<file path="config.mk">
export PLATFORM = sky130hd
export DESIGN_NAME = gfx_bank_arbiter
export DESIGN_NICKNAME = d
export VERILOG_FILES = /design/src/rtl/gfx_bank_arbiter_pkg.sv /design/src/rtl/gfx_bank_prio.sv /design/src/rtl/gfx_bank_arbiter.sv
export SDC_FILE = /design/constraint.sdc
export NUM_CORES = 1
export LEC_CHECK = 0
export BUFFER_PORTS_ARGS = -buffer_cell sky130_fd_sc_hd__buf_2
export CAP_MARGIN = 25
export CORE_ASPECT_RATIO = 2
export CORE_MARGIN = 2
export CORE_UTILIZATION = 57
export CTS_BUF_LIST = sky130_fd_sc_hd__clkbuf_4 sky130_fd_sc_hd__clkbuf_8
export DETAILED_ROUTE_END_ITERATION = 10
export PLACE_DENSITY = 0.82
export RECOVER_POWER = 25
export SLEW_MARGIN = 20
export SYNTH_ARGS = -nofsm -noshare
export SYNTH_HDL_FRONTEND = slang
export SYNTH_HIERARCHICAL = 1
export SYNTH_SLANG_ARGS = --single-unit
</file>
<file path="constraint.sdc">
create_clock -name CLK -period 8.65 [get_ports CLK]
set_input_delay 0.865 -clock CLK [delete_from_list [all_inputs] [get_ports CLK]]
set_output_delay 0.865 -clock CLK [all_outputs]
set_load 0.01 [all_outputs]
</file>
<file path="src/rtl/gfx_bank_arbiter_pkg.sv">
// Shared types and constants for the four-port graphics SDRAM bank arbiter.
package gfx_bank_arbiter_pkg;

  localparam int NPORTS    = 4;
  localparam int DW        = 32;

  localparam int PORT_SPR  = 0;
  localparam int PORT_SCR0 = 1;
  localparam int PORT_SCR1 = 2;
  localparam int PORT_SCR2 = 3;

  typedef enum logic [1:0] {
    ST_IDLE  = 2'd0,
    ST_REQ   = 2'd1,
    ST_DATA0 = 2'd2,
    ST_DATA1 = 2'd3
  } state_t;

  // Round-robin successor within the scroll ports 1..3.
  function automatic logic [1:0] next_scr(input logic [1:0] p);
    return (p == 2'(PORT_SCR2)) ? 2'(PORT_SCR0) : p + 2'd1;
  endfunction

endpackage

</file>
<file path="src/rtl/gfx_bank_prio.sv">
// Grant selector: starved ports first (lowest index), then sprite, then round-robin over scroll ports.
module gfx_bank_prio
  import gfx_bank_arbiter_pkg::*;
(
  input  logic              clk_i,
  input  logic              rst_i,
  input  logic [NPORTS-1:0] pending_i,
  input  logic [NPORTS-1:0] starved_i,
  input  logic              take_i,
  output logic [NPORTS-1:0] gnt_o,
  output logic              gnt_vld_o
);

  logic [1:0]        ptr_q, ptr_d;
  logic [NPORTS-1:0] urgent;
  logic [1:0]        cand;
  logic              found;

  always_comb begin
    gnt_o  = '0;
    urgent = pending_i & starved_i;
    cand   = ptr_q;
    found  = 1'b0;
    if (urgent != '0) begin
      gnt_o = urgent & (~urgent + NPORTS'(1));
    end else if (pending_i[PORT_SPR]) begin
      gnt_o[PORT_SPR] = 1'b1;
    end else begin
      for (int k = 0; k < NPORTS - 1; k++) begin
        if (!found && pending_i[cand]) begin
          gnt_o[cand] = 1'b1;
          found       = 1'b1;
        end
        cand = next_scr(cand);
      end
    end
    gnt_vld_o = |gnt_o;

    // Pointer follows any scroll-port winner, whichever rule picked it.
    ptr_d = ptr_q;
    if (take_i) begin
      for (int n = PORT_SCR0; n <= PORT_SCR2; n++) begin
        if (gnt_o[n]) ptr_d = next_scr(2'(n));
      end
    end
  end

  always_ff @(posedge clk_i) begin
    if (rst_i) ptr_q <= 2'(PORT_SCR0);
    else       ptr_q <= ptr_d;
  end

endmodule

</file>
<file path="src/rtl/gfx_bank_arbiter.sv">
// Four-port SDRAM read arbiter with a one-entry cache per port; hits answer combinationally,
// misses are serialised as double-word bank reads.
module gfx_bank_arbiter
  import gfx_bank_arbiter_pkg::*;
#(
  parameter int SDRAMW     = 22,
  parameter int AW         = 22,
  parameter int STARVE_MAX = 15
) (
  input  logic                 CLK,
  input  logic                 RESET,
  input  logic [NPORTS-1:0]    REQ_CS,
  input  logic [NPORTS*AW-1:0] REQ_ADDR,
  output logic [NPORTS-1:0]    REQ_OK,
  output logic [NPORTS*DW-1:0] REQ_DOUT,
  output logic [SDRAMW-1:0]    SDRAM_ADDR,
  output logic                 SDRAM_REQ,
  input  logic                 SDRAM_ACK,
  input  logic                 DATA_DST,
  input  logic                 DATA_RDY,
  input  logic [15:0]          DATA_READ
);

  localparam int            CW   = 4;
  localparam logic [CW-1:0] SMAX = CW'(STARVE_MAX);

  state_t              state_q, state_d;
  logic [1:0]          gnt_q, gnt_d;
  logic [SDRAMW-1:0]   addr_q, addr_d;
  logic                req_q, req_d;
  logic [15:0]         buf_q, buf_d;
  logic [NPORTS-1:0]   valid_q, valid_d;
  logic [AW-2:0]       tag_q   [NPORTS];
  logic [AW-2:0]       tag_d   [NPORTS];
  logic [DW-1:0]       data_q  [NPORTS];
  logic [DW-1:0]       data_d  [NPORTS];
  logic [CW-1:0]       starve_q[NPORTS];
  logic [CW-1:0]       starve_d[NPORTS];

  logic [AW-1:0]       addr_a  [NPORTS];
  logic [NPORTS-1:0]   hit, pending, starved, gnt_oh;
  logic [NPORTS-1:0]   unused_addr_lsb;
  logic                gnt_vld, take;
  logic [1:0]          gnt_idx;

  always_comb begin
    REQ_DOUT = '0;
    for (int n = 0; n < NPORTS; n++) begin
      addr_a[n]          = REQ_ADDR[n*AW +: AW];
      unused_addr_lsb[n] = addr_a[n][0];
      hit[n]     = REQ_CS[n] & valid_q[n] & (addr_a[n][AW-1:1] == tag_q[n]);
      // The port in flight is not pending even if its address moved; it re-requests after the fill.
      pending[n] = REQ_CS[n] & ~hit[n] & ~((state_q != ST_IDLE) && (gnt_q == 2'(n)));
      starved[n] = (starve_q[n] == SMAX);
      REQ_DOUT[n*DW +: DW] = data_q[n];
    end
  end

  assign REQ_OK     = hit;
  assign SDRAM_ADDR = addr_q;
  assign SDRAM_REQ  = req_q;
  assign take       = (state_q == ST_IDLE) && gnt_vld;

  gfx_bank_prio u_prio (
    .clk_i     (CLK),
    .rst_i     (RESET),
    .pending_i (pending),
    .starved_i (starved),
    .take_i    (take),
    .gnt_o     (gnt_oh),
    .gnt_vld_o (gnt_vld)
  );

  always_comb begin
    gnt_idx = '0;
    for (int n = 0; n < NPORTS; n++) begin
      if (gnt_oh[n]) gnt_idx = 2'(n);
    end
  end

  always_comb begin
    state_d  = state_q;
    gnt_d    = gnt_q;
    addr_d   = addr_q;
    req_d    = req_q;
    buf_d    = buf_q;
    valid_d  = valid_q;
    tag_d    = tag_q;
    data_d   = data_q;
    starve_d = starve_q;

    case (state_q)
      ST_IDLE: begin
        if (gnt_vld) begin
          gnt_d   = gnt_idx;
          addr_d  = SDRAMW'({addr_a[gnt_idx][AW-1:1], 1'b0});
          req_d   = 1'b1;
          state_d = ST_REQ;
        end
      end
      ST_REQ: begin
        if (SDRAM_ACK) begin
          req_d   = 1'b0;
          state_d = ST_DATA0;
        end
      end
      ST_DATA0: begin
        if (DATA_DST && DATA_RDY) begin
          // Protocol error: both halves take this beat and the fill completes anyway.
          data_d[gnt_q]  = {DATA_READ, DATA_READ};
          tag_d[gnt_q]   = addr_q[AW-1:1];
          valid_d[gnt_q] = 1'b1;
          state_d        = ST_IDLE;
        end else if (DATA_DST) begin
          buf_d   = DATA_READ;
          state_d = ST_DATA1;
        end
      end
      ST_DATA1: begin
        if (DATA_RDY) begin
          data_d[gnt_q]  = {buf_q, DATA_READ};
          tag_d[gnt_q]   = addr_q[AW-1:1];
          valid_d[gnt_q] = 1'b1;
          state_d        = ST_IDLE;
        end
      end
      default: state_d = ST_IDLE;
    endcase

    for (int n = 0; n < NPORTS; n++) begin
      if (!REQ_CS[n]) begin
        starve_d[n] = '0;
      end else if (take) begin
        if (gnt_oh[n])                             starve_d[n] = '0;
        else if (pending[n] && starve_q[n] != SMAX) starve_d[n] = starve_q[n] + CW'(1);
      end
    end
  end

  always_ff @(posedge CLK) begin
    if (RESET) begin
      state_q <= ST_IDLE;
      gnt_q   <= '0;
      addr_q  <= '0;
      req_q   <= 1'b0;
      buf_q   <= '0;
      valid_q <= '0;
      for (int n = 0; n < NPORTS; n++) begin
        tag_q[n]    <= '0;
        data_q[n]   <= '0;
        starve_q[n] <= '0;
      end
    end else begin
      state_q  <= state_d;
      gnt_q    <= gnt_d;
      addr_q   <= addr_d;
      req_q    <= req_d;
      buf_q    <= buf_d;
      valid_q  <= valid_d;
      tag_q    <= tag_d;
      data_q   <= data_d;
      starve_q <= starve_d;
    end
  end

endmodule

</file>
; Word-level counts from Yosys, hierarchy flattened
; Index checks and enable logic that the tools add are counted.
[word_totals]
ff_bits = 276
elab_cells = 218
out_inout_bits = 155
inputBits = 113
[classes]
n_addsub = 7
order_cmp = 11
reduce_logical = 45
eq_ne = 25
bitwise = 37
muxes = 74
[ops]
columns = operator, count
row1 = 128-bit bitwise mux, 2
row2 = 128-bit 2-to-1 mux, 2
row3 = 128-bit one-hot mux with 2 select lines, 1
row4 = 84-bit 2-to-1 mux, 2
row5 = 84-bit one-hot mux with 2 select lines, 1
row6 = 84-bit bitwise mux, 1
row7 = 21-bit == test, 4
row8 = 4-bit 2-to-1 mux, 18
row9 = 32-bit demux with 2-bit select, 1
row10 = 22-bit binary-select mux with 2-bit select, 1
row11 = 22-bit 2-to-1 mux, 2
row12 = 21-bit demux with 2-bit select, 1
row13 = 32-bit 2-to-1 mux, 1
row14 = 2-bit 2-to-1 mux, 12
row15 = 21-bit 2-to-1 mux, 1
row16 = "4-bit by 1-bit adder with 4-bit output, second input constant", 5
row17 = 1-bit logical AND, 17
row18 = 1-bit 2-to-1 mux, 17
row19 = 1-bit AND, 16
row20 = "4-bit == test, second input constant", 4
row21 = "4-bit inequality test, second input constant", 4
row22 = 2-bit nonzero test, 7
row23 = 1-bit NOT, 13
row24 = "2-bit == test, second input constant", 6
row25 = other kinds (27), 60

; Longest topological paths before layout
; Gate-level depths: netlist of the first run.
[logic_depth]
word_depth = 27
ltp_mapped = 19
depth_no_buf = 17

; Cells and area by module
; The synthesis of the first run kept the hierarchy.
[modules_own_cells]
columns = module, n_inst, area_per_inst_um2, cells_per_inst, seq_area_each_um2
row1 = gfx_bank_arbiter, 1, 11646.2, 1449, 5485.3
row2 = gfx_bank_prio, 1, 521.8, 63, 40.0

; Least setup slack after synthesis of the first run
; OpenSTA, ideal clock, no wires.
[synth_path]
path_kind = input -> register
start = input port REQ_ADDR[7]
end = register starve_q[14] in the netlist's numbering
t_required_ps = 8549
slack_ps = 3445
n_path_buf = 1
path_stages = 17
arrival_time_ps = 5104
setup_ps = 101
path_cell_list = xor2_1 > or4_1 > or4_4 > nor4b_4 > nor2_1 > mux4_1 > o32ai_1 > mux2_1 > a32o_2 > nand2b_4 > or3_1 > or3b_2 > inv_1 > buf_2 > nand2_1 > or3_2 > o41ai_1
[synth_between]
elab_chain_len = 23
word_cells_on_any_way = 44
cone_classes = add/sub (1) / eq/ne (1) / mux (23) / bitwise (9) / reduce/logical (10)
[synth_lines]
columns = item, line_no
row1 = start: declaration, gfx_bank_arbiter.sv:13  ; input logic [NPORTS*AW-1:0] REQ_ADDR,
row2 = 21-bit == test *, gfx_bank_arbiter.sv:51  ; hit[n] = REQ_CS[n] & valid_q[n] & (addr_a[n][AW-1:1] == tag_q[n]);
row3 = 1-bit AND *, gfx_bank_arbiter.sv:51
row4 = 1-bit NOT *, gfx_bank_arbiter.sv:53  ; pending[n] = REQ_CS[n] & ~hit[n] & ~((state_q != ST_IDLE) && (gnt_q == 2'(n)));
row5 = 1-bit AND * (2 in a row), gfx_bank_arbiter.sv:53
row6 = via pending[0], gfx_bank_arbiter.sv:41  ; logic [NPORTS-1:0] hit, pending, starved, gnt_oh;
row7 = 1-bit binary-select mux with 2-bit select, gfx_bank_prio.sv:30  ; if (!found && pending_i[cand]) begin
row8 = 1-bit 2-to-1 mux (not written as such), gfx_bank_prio.sv:30
row9 = 1-bit 2-to-1 mux, gfx_bank_prio.sv:30
row10 = [... 9 more ...], --
row11 = 4-bit 2-to-1 mux, gfx_bank_prio.sv:30
row12 = 3-bit 2-to-1 mux, gfx_bank_prio.sv:26  ; end else if (pending_i[PORT_SPR]) begin
row13 = 4-bit 2-to-1 mux *, gfx_bank_prio.sv:24  ; if (urgent != '0) begin
row14 = via gnt_oh[1], gfx_bank_arbiter.sv:41
row15 = 4-bit OR reduction *, gfx_bank_prio.sv:37  ; gnt_vld_o = |gnt_o;
row16 = via gnt_vld, gfx_bank_arbiter.sv:43  ; logic gnt_vld, take;
row17 = 1-bit logical AND *, gfx_bank_arbiter.sv:62  ; assign take = (state_q == ST_IDLE) && gnt_vld;
row18 = 2-bit AND reduction (no source line) *, --
row19 = end signal: assignment, gfx_bank_arbiter.sv:162  ; starve_q <= starve_d;
row20 = end: declaration, gfx_bank_arbiter.sv:37  ; logic [CW-1:0] starve_q[NPORTS];
; Mark *: on every way through the listed nets, which the timed path passes. The rest lies on a longest branch. The select of a mux whose other input is x is not followed.
; A chain may end at the register's enable or synchronous reset.

; Final worst setup path of the first run
[layout_path]
start = input port REQ_ADDR[7]
end = register u_prio.ptr_q[0]
[layout_between]
elab_chain_len = 23
word_cells_on_any_way = 44
cone_classes = add/sub (1) / eq/ne (1) / mux (24) / bitwise (9) / reduce/logical (9)
[layout_lines]
columns = item, line_no
row1 = 21-bit == test *, gfx_bank_arbiter.sv:51
row2 = 1-bit AND *, gfx_bank_arbiter.sv:51
row3 = 1-bit NOT *, gfx_bank_arbiter.sv:53
row4 = 1-bit AND * (2 in a row), gfx_bank_arbiter.sv:53
row5 = via pending[0], gfx_bank_arbiter.sv:41
row6 = 1-bit binary-select mux with 2-bit select, gfx_bank_prio.sv:30
row7 = 1-bit 2-to-1 mux (not written as such), gfx_bank_prio.sv:30
row8 = 1-bit 2-to-1 mux, gfx_bank_prio.sv:30
row9 = [... 9 more ...], --
row10 = 4-bit 2-to-1 mux, gfx_bank_prio.sv:30
row11 = 3-bit 2-to-1 mux, gfx_bank_prio.sv:26
row12 = 4-bit 2-to-1 mux *, gfx_bank_prio.sv:24
row13 = via gnt_oh[1], gfx_bank_arbiter.sv:41
row14 = 4-bit OR reduction *, gfx_bank_prio.sv:37
row15 = via gnt_vld, gfx_bank_arbiter.sv:43
row16 = 1-bit logical AND *, gfx_bank_arbiter.sv:62
row17 = 2-bit AND reduction (no source line) *, --
row18 = end signal: assignment, gfx_bank_prio.sv:49  ; if (rst_i) ptr_q <= 2'(PORT_SCR0);
row19 = end signal: assignment, gfx_bank_prio.sv:50  ; else ptr_q <= ptr_d;
row20 = end: declaration, gfx_bank_prio.sv:14  ; logic [1:0] ptr_q, ptr_d;
; Marked as above.

==> results_dict.tcl, run 1 <==
set metrics [dict create \
    seq_area_um2 5530 \
    vias 11900 \
    wl_per_cell_um 20.8 \
    diodes 0 \
    pre_cts_ws_ns 1.91 \
    die_area_um2 22600 \
    vias_per_cell 5.90 \
    grt_max_degree 98 \
    synthFlopType "dfxtp_1" \
    tightest_slew_ns 1.02 \
    worst-path-max-fanout 45 \
    nets 1846 \
    min_period_over_period 0.728 \
    postSynthNetCount 1634 \
    p_per_area_nw_per_um2 256 \
    worstPathRequired_ns 9.08 \
    skew_ns 0.0359 \
    antenna_found_initial 0 \
    drc 0 \
    yosysWarnings 6 \
    grt_overflow_total 0 \
    cts_setup_buffers 0 \
    cp-start-kind "input pin" \
    cts-root-buf "clkbuf_8" \
    p_clk_frac 0.300 \
    swShare 0.367 \
    synth_cell_types 66 \
    synth_edf_count 0 \
    fmax_mhz 159 \
    dp_cells 1952 \
    clk_pin_slew_ns 0.07 \
    dp_hpwl_um 30400 \
    p_seq_frac 0.414 \
    ys_top_cells_by_count "nand2_1 (375), dfxtp_1 (276), a21oi_1 (195), nor2_1 (119), clkbuf_1 (96)" \
    combPwrFrac 0.286 \
    clock_sinks 276 \
    yosysTopAreaCellShare 0.454 \
    critPathCaptureType "flop" \
    hold_violations 0 \
    chipHeight_um 211 \
    initial_core_util 0.581 \
    drtIter0Drc 686 \
    syn_area_um2 12200 \
    fin_setup_tns_ns 0 \
    cts_resized 0 \
    finalHoldWorstSlack_ns 0.453 \
    cts_buffers 39 \
    ant_nets 0 \
    clk_path_buf_depth 3 \
    gp_congestion 0.954 \
    outcome "finished, final reports clean" \
    first_global_vias 11500 \
    ios 268 \
    p_leak_nw 5.28 \
    p_sw_mw 1.34 \
    gr-usage-all-layers 0.364 \
    post-route-util 0.681 \
    netlist_top_cells_area "dfxtp_1 (45%), nand2_1 (12%), a21oi_1 (8.0%)" \
    synth_area_leader_cell "dfxtp_1" \
    layout-drive-gt1-share 0.150 \
    cts_max_level 2 \
    internal-power_mw 2.31 \
    hold_buffers 0 \
    synth_most_common_cell "nand2_1" \
    nFillCells 1842 \
    fin_area_um2 14300 \
    grt_pass1_wl_um 62300 \
    postSynthCellCount 1512 \
    drt-total-wl_um 42100 \
    ys_seq_elements 276 \
    placed_cell_area_um2 13600 \
    min-delay-path-class "reg2reg" \
    port_buffers 262 \
    period_needed_ns 6.29 \
    cts_tree "yes" \
    drv_slew 0 \
    synth.avg_cell_area_um2 8.05 \
    multi_input_area_um2 6180 \
    die_width_um 107 \
    relSlewSlack 0.317 \
    rows 75 \
    areaGrowthSynthToFinish_pct 17.1 \
    core_um2 20900 \
    crit_type "in2reg" \
    fin_cells 2020 \
    setup_violations 0 \
    peakVddDrop_uv 216 \
    async_flop_share 0 \
    yosysSeqAreaShare 0.454 \
    clock_latency_ns 0.55 \
    arrival_ns 6.72 \
    final.setup.worst_slack_ns 2.36 \
    rsz0062_at_grt "no" \
    total_power_mw 3.65 \
    drt_first_pass_iters 6 \
    cap_violations 0 \
]
==> kinds of logic after synthesis <==
family,count (synthesis),share of synthesized area
buffers and inverters,127,0.0404
xor gates and xnor gates,84,0.0605
AOI/OAI and AO/OA,357,0.177
other,1,0.000308
adders and majority gates,9,0.00925
DFF,276,0.454
muxes,47,0.0420
and+or+nand+nor,611,0.216
==> cell type report <==
cell class              count  share of cell area
clock buffers              64              0.0570
clock inverters             4             0.00140
inverters                  21             0.00553
multi-input cells        1109               0.434
flip-flops and latches    276               0.388
well taps                 269              0.0236
repair buffers            277              0.0910
==> placed cells by master (no fill, tap or decap), types with 10 or more instances in the layout <==
cell type / instances
a211oi_1: 68
a21oi_1: 195
buf_2: 154
buf_4: 15
clkbuf_1: 107
clkbuf_4: 11
clkbuf_8: 53
dfxtp_1: 276
inv_1: 20
mux2i_1: 36
nand2_1: 375
nand3_1: 11
nand4_1: 23
nor2_1: 117
nor3_1: 10
nor4_1: 18
o211ai_1: 15
o21ai_0: 30
xnor2_1: 35
xor2_1: 49
==> path summary, 6_finish.rpt <==
path | end | slack [ns] | cells past startpoint | from
max | u_prio/ptr_q[0]$_SDFFE_PP1P_ | 2.36 | 18 | REQ_ADDR[7]
min | flop | 0.45 | 2 | flop
max reg2reg | u_prio/ptr_q[0]$_SDFFE_PP1P_ | 2.47 | 17 | tag_q[83]$_SDFFE_PP0P_
min reg2reg | flop | 0.45 | 2 | flop
==> power groups by stage <==
stage	combinational (mW)	clock, mW	sequential, mW
after floorplan	0.695	0	1.46
after detailed placement	1.02	0	1.53
after global routing	1.13	1.15	1.51
after CTS	1.02	1.10	1.50
final	1.05	1.09	1.51
after global placement	0.998	0	1.53
==> worst max-delay path, stage by stage <==
cell and delay [ns]:
buf_2 0.13, xor2_1 0.15, or4_1 0.56, or4_4 0.53
nor4b_4 0.48, nor2_1 0.29, mux4_1 0.55, o32ai_1 0.25
mux2_1 0.17, a32o_2 0.12, buf_4 0.38, nand2b_4 0.22
or3_1 0.14, or3b_2 0.70, inv_1 0.28, buf_4 0.44
nand2_1 0.11, a221o_1 0.35
==> metal layers <==
| metal | track usage | wire length, um |
|---|---|---|
| met1 | 0.342 | 13400 |
| met2 | 0.642 | 21600 |
| met3 | 0.0691 | 2620 |
| met4 | 0.340 | 4480 |
| met5 | 0 | 0 |
Power figures use the tool's default switching activity.
==> run 2, diff against run 1 <==
Settings changed: ABC_AREA from default to 1, CORE_UTILIZATION 57 to 52, PLACE_DENSITY 0.82 to 0.78.
Clock period 8.65 ns to 5.56 ns, I/O delays scaled along.
==> results_dict.tcl, run 2 <==
set metrics [dict create \
    outcome "finished, final reports clean" \
    clk_pin_slew_ns 0.07 \
    relSlewSlack 0.340 \
    clock_latency_ns 0.58 \
    core_um2 24500 \
    drt-total-wl_um 47300 \
    dp_cells 2436 \
    hold_violations 0 \
    finalHoldWorstSlack_ns 0.319 \
    synth_most_common_cell "nand2_1" \
    fin_setup_tns_ns 0 \
    fin_cells 2507 \
    async_flop_share 0 \
    diodes 0 \
    p_per_area_nw_per_um2 470 \
    peakVddDrop_uv 351 \
    grt_max_degree 149 \
    layout-drive-gt1-share 0.131 \
    worst-path-max-fanout 20 \
    drv_slew 0 \
    synth_xor_area_frac 0.00202 \
    worstPathRequired_ns 5.99 \
    grt_overflow_total 0 \
    layout_common_cells "nand2_1 (343), nor2_1 (324), o21ai_0 (291)" \
    nFillCells 2453 \
    setup_violations 0 \
    drt_first_pass_iters 6 \
    vias 13900 \
    cts_tree "yes" \
    first_global_vias 13200 \
    cts_resized 0 \
    synth_edf_count 0 \
    drtIter0Drc 1057 \
    die_area_um2 26300 \
    gp_congestion 0.983 \
    post-route-util 0.617 \
    netlist_top_cells_area "dfxtp_1 (43%), o21ai_0 (11%), nand2_1 (9.9%)" \
    syn_area_um2 13000 \
    crit_type "reg2reg" \
    rsz0062_at_grt "no" \
    nets 2271 \
    yosysTopAreaCellShare 0.426 \
    gr-usage-all-layers 0.354 \
    cp-start-kind "flop" \
    skew_ns 0.0227 \
    wl_per_cell_um 18.9 \
    synth-simple-area-share 0.241 \
    synth_cell_types 44 \
    cts-root-buf "clkbuf_8" \
    p_leak_nw 6.75 \
    ys_seq_elements 276 \
    final_common_cell "nand2_1" \
    cts_max_level 2 \
    ant_nets 0 \
    clock_sinks 276 \
    cts_setup_buffers 0 \
    vias_per_cell 5.53 \
    arrival_ns 4.55 \
    ys_top_cells_by_count "nand2_1 (343), nor2_1 (325), o21ai_0 (291), dfxtp_1 (276), inv_1 (209)" \
    synthAdderAreaFrac 0.00868 \
    fin_area_um2 15100 \
    grt_pass1_wl_um 70800 \
    synthFlopType "dfxtp_1" \
    drc 0 \
    yosysWarnings 6 \
    total_power_mw 7.11 \
    rows 81 \
    dp_hpwl_um 35000 \
    cts_buffers 42 \
    port_buffers 262 \
    postSynthNetCount 2046 \
    die_width_um 116 \
    min_period_over_period 0.740 \
    synth.avg_cell_area_um2 6.75 \
    chipHeight_um 227 \
    synthMuxAreaShare 0.000868 \
    postSynthCellCount 1924 \
    pre_cts_ws_ns 1.30 \
    period_needed_ns 4.11 \
    areaGrowthSynthToFinish_pct 16.6 \
    fmax_mhz 243 \
    critPathCaptureType "flop" \
    hold_buffers 0 \
    yosysSeqAreaShare 0.426 \
    final.setup.worst_slack_ns 1.45 \
    antenna_found_initial 0 \
    min-delay-path-class "in2reg" \
    placed_cell_area_um2 14400 \
    synth-compound-area-share 0.220 \
    tightest_slew_ns 0.980 \
    synth_top_family_by_area "simple AND/OR/NAND/NOR gates" \
    ios 268 \
    synth_area_leader_cell "dfxtp_1" \
    initial_core_util 0.529 \
    cap_violations 0 \
    clk_path_buf_depth 3 \
]
## run 2: worst paths after layout
path	startpoint	endpoint	slack, ns	cells after the start
setup / recovery	state_q[0]$_SDFFE_PP0P_	SDRAM_ADDR[9]$_SDFFE_PP0P_	1.45	17
hold / removal	REQ_ADDR[36]	SDRAM_ADDR[14]$_SDFFE_PP0P_	0.32	3
setup reg to reg	state_q[0]$_SDFFE_PP0P_	SDRAM_ADDR[9]$_SDFFE_PP0P_	1.45	17
hold reg to reg	buf_q[12]$_SDFFE_PP0P_	buf_q[12]$_SDFFE_PP0P_	0.46	2
## run 2: final cells by class
cell class                 count  area (um2)  share of cell area
timing repair buffer         279        1330              0.0879
clock inverter                 6        62.6             0.00413
inverter                     225         847              0.0560
clock buffer                  64         793              0.0524
sequential                   276        5530               0.365
tap                          332         415              0.0274
multi-input combinational   1325        6160               0.407
## run 2: cells by family after synthesis
group,Yosys count
AND/OR/NAND/NOR,775
other,1
flip-flops,276
AO/OA/AOI/OAI,536
buffers and inverters,323
XOR/XNOR,3
multiplexers,1
adder cells (fa/ha/maj),9
## run 2: report_power, final
part	switching, mW	internal, mW	leakage (nW)	total [mW]
clock network	0.805	0.955	0.459	1.76
logic	2.08	0.825	4.05	2.91
registers	0.261	2.19	2.24	2.45
total	3.15	3.97	6.75	7.11
## run 2: routing by layer
metal,global-route usage,up-vias,share of wire
met4,0.321,0,0.10
met3,0.0626,190,0.060
li1,-,6701,-
met1,0.342,6403,0.32
met5,0,-,0
met2,0.625,581,0.51
## run 2: worst max-delay path, stage by stage, from the launching register on
cell	delay [ns]
dfxtp_1	0.70
nor2_1	0.17
inv_2	0.17
a21oi_1	0.10
nand2_1	0.07
inv_1	0.11
nand2_1	0.11
nand2_1	0.07
a21oi_1	0.19
nand2_1	0.11
nor2_1	0.18
a21oi_1	0.14
inv_1	0.16
inv_2	0.20
o21ai_4	0.50
inv_2	0.26
o21ai_0	0.56
a31oi_1	0.14
==> run 3, diff against run 2 <==
Settings changed: CORE_UTILIZATION 52 to 57, PLACE_DENSITY 0.78 to 0.82.
Clock period 5.56 ns to 4.15 ns, I/O delays scaled along.
==> results_dict.tcl, run 3 (synthesis results as in run 2) <==
set metrics [dict create \
    worstPathRequired_ns 4.65 \
    core_um2 22500 \
    layout-drive-gt1-share 0.135 \
    gp_congestion 0.985 \
    cts_max_level 2 \
    drt_first_pass_iters 6 \
    holdPathEnd "buf_q[2]$_SDFFE_PP0P_" \
    worst-path-max-fanout 21 \
    final_common_cell "nand2_1" \
    wl_per_cell_um 19.0 \
    cts_buffers 40 \
    drtIter0Drc 1122 \
    gr-usage-all-layers 0.376 \
    hold_violations 0 \
    hold_depth 3 \
    period_needed_ns 3.93 \
    peakVddDrop_uv 481 \
    tightest_slew_ns 1.12 \
    grt_pass1_wl_um 70800 \
    crit_type "reg2reg" \
    rsz0062_at_grt "no" \
    setup_violations 0 \
    critPathCaptureType "flop" \
    relSlewSlack 0.247 \
    min-delay-path-class "in2reg" \
    arrival_ns 4.43 \
    rrSetupSlack_ns 0.22 \
    cts_resized 0 \
    skew_ns 0.0122 \
    nets 2282 \
    vias_per_cell 5.68 \
    startpoint "tag_q[71]$_SDFFE_PP0P_" \
    hold_start "DATA_READ[2]" \
    clock_sinks 276 \
    areaGrowthSynthToFinish_pct 17.1 \
    drc 0 \
    cap_violations 0 \
    chipHeight_um 217 \
    clk_path_buf_depth 3 \
    grt_max_degree 112 \
    ant_nets 0 \
    fin_setup_tns_ns 0 \
    rows 78 \
    nFillCells 2048 \
    cts-root-buf "clkbuf_8" \
    final.setup.worst_slack_ns 0.225 \
    clock_latency_ns 0.57 \
    port_buffers 262 \
    cts_setup_buffers 0 \
    cp-start-kind "flop" \
    p_per_area_nw_per_um2 645 \
    fmax_mhz 255 \
    worst_r2r_path_depth 25 \
    dp_hpwl_um 34100 \
    layout_common_cells "nand2_1 (343), nor2_1 (324), o21ai_0 (291)" \
    min_period_over_period 0.946 \
    grt_overflow_total 0 \
    vias 14000 \
    die_area_um2 24100 \
    die_width_um 111 \
    antenna_found_initial 0 \
    finalHoldWorstSlack_ns 0.184 \
    hold_buffers 0 \
    ios 268 \
    first_global_vias 13300 \
    drv_slew 0 \
    r2r_end "SDRAM_ADDR[17]$_SDFFE_PP0P_" \
    drt-total-wl_um 46900 \
    clk_pin_slew_ns 0.07 \
    pre_cts_ws_ns 0.420 \
    outcome "finished, final reports clean" \
    initial_core_util 0.576 \
    p_leak_nw 6.81 \
    diodes 0 \
    cts_tree "yes" \
    r2r-start "tag_q[71]$_SDFFE_PP0P_" \
]
## run 3: cell count changes in the layout (fill, tap and decap cells not counted)
cell | previous run | this run
buf_12 | 2 | 3
buf_2 | 155 | 156
buf_4 | 15 | 26
bufinv_16 | 1 | 2
clkbuf_4 | 14 | 7
clkbuf_8 | 50 | 52
clkinv_2 | 3 | 4
clkinv_8 | 0 | 1
inv_6 | 2 | 1
## run 3: layer usage
| metal | share of wire | vias up | track usage |
|---|---|---|---|
| met3 | 0.071 | 201 | 0.0654 |
| met2 | 0.52 | 681 | 0.685 |
| met1 | 0.32 | 6390 | 0.356 |
| li1 | - | 6728 | - |
| met5 | 0 | - | 0 |
| met4 | 0.098 | 0 | 0.329 |
## run 3: critical path, stage by stage, from the launching register on
cell and delay (ns):
dfxtp_1 0.34, inv_1 0.05, nand2_1 0.05, nand2_1 0.10, nor2_1 0.12, nand2_1 0.06
nor2_1 0.12, nand3_1 0.18, nand2_1 0.10, inv_1 0.11, inv_1 0.15, nand2_1 0.07
nand3_1 0.06, nand2_1 0.11, nand3_1 0.10, nand3_1 0.08, nand2_1 0.06, nand2_1 0.06
nand2_2 0.10, inv_2 0.20, inv_2 0.18, o21ai_4 0.10, buf_12 0.17, o21ai_0 0.86
a221oi_1 0.18, nor2_1 0.14
## run 3: area by class of cell
cell class,count,area (um2),area share
Clock buffer,59,768,0.0506
Clock inverter,8,105,0.00692
Inverter,225,847,0.0557
Multi-Input combinational cell,1325,6160,0.405
Sequential cell,276,5530,0.364
Tap cell,280,350,0.0231
Timing Repair Buffer,292,1440,0.0946
## run 3: power by group
group / internal, mW / switching, mW / leakage [nW]
combinational: 1.31 / 2.83 / 4.12
clock: 1.31 / 1.07 / 0.461
sequential: 2.93 / 0.361 / 2.24
## run 3: how the worst max path moves through the flow
| stage | to | slack, ns | cells past startpoint |
|---|---|---|---|
| after floorplan | SDRAM_ADDR[12]$_SDFFE_PP0P_ | 1.39 | 24 |
| after global placement | SDRAM_ADDR[16]$_SDFFE_PP0P_ | 0.46 | 26 |
| after detailed placement | SDRAM_ADDR[16]$_SDFFE_PP0P_ | 0.42 | 26 |
| after CTS | SDRAM_ADDR[16]$_SDFFE_PP0P_ | 0.59 | 25 |
| after global routing | SDRAM_ADDR[17]$_SDFFE_PP0P_ | 0.007 | 25 |
| final | SDRAM_ADDR[17]$_SDFFE_PP0P_ | 0.22 | 25 |
## run 3: through the flow
step	area (um2)	power (mW)	util	instances
floorplan	13000	5.71	-	1924
global route	15200	10.3	0.674	2465
global placement	14400	7.19	0.640	2396
CTS	15300	9.66	0.679	2463
finish	15200	9.81	0.674	2465
detailed placement	14400	7.29	0.640	2396
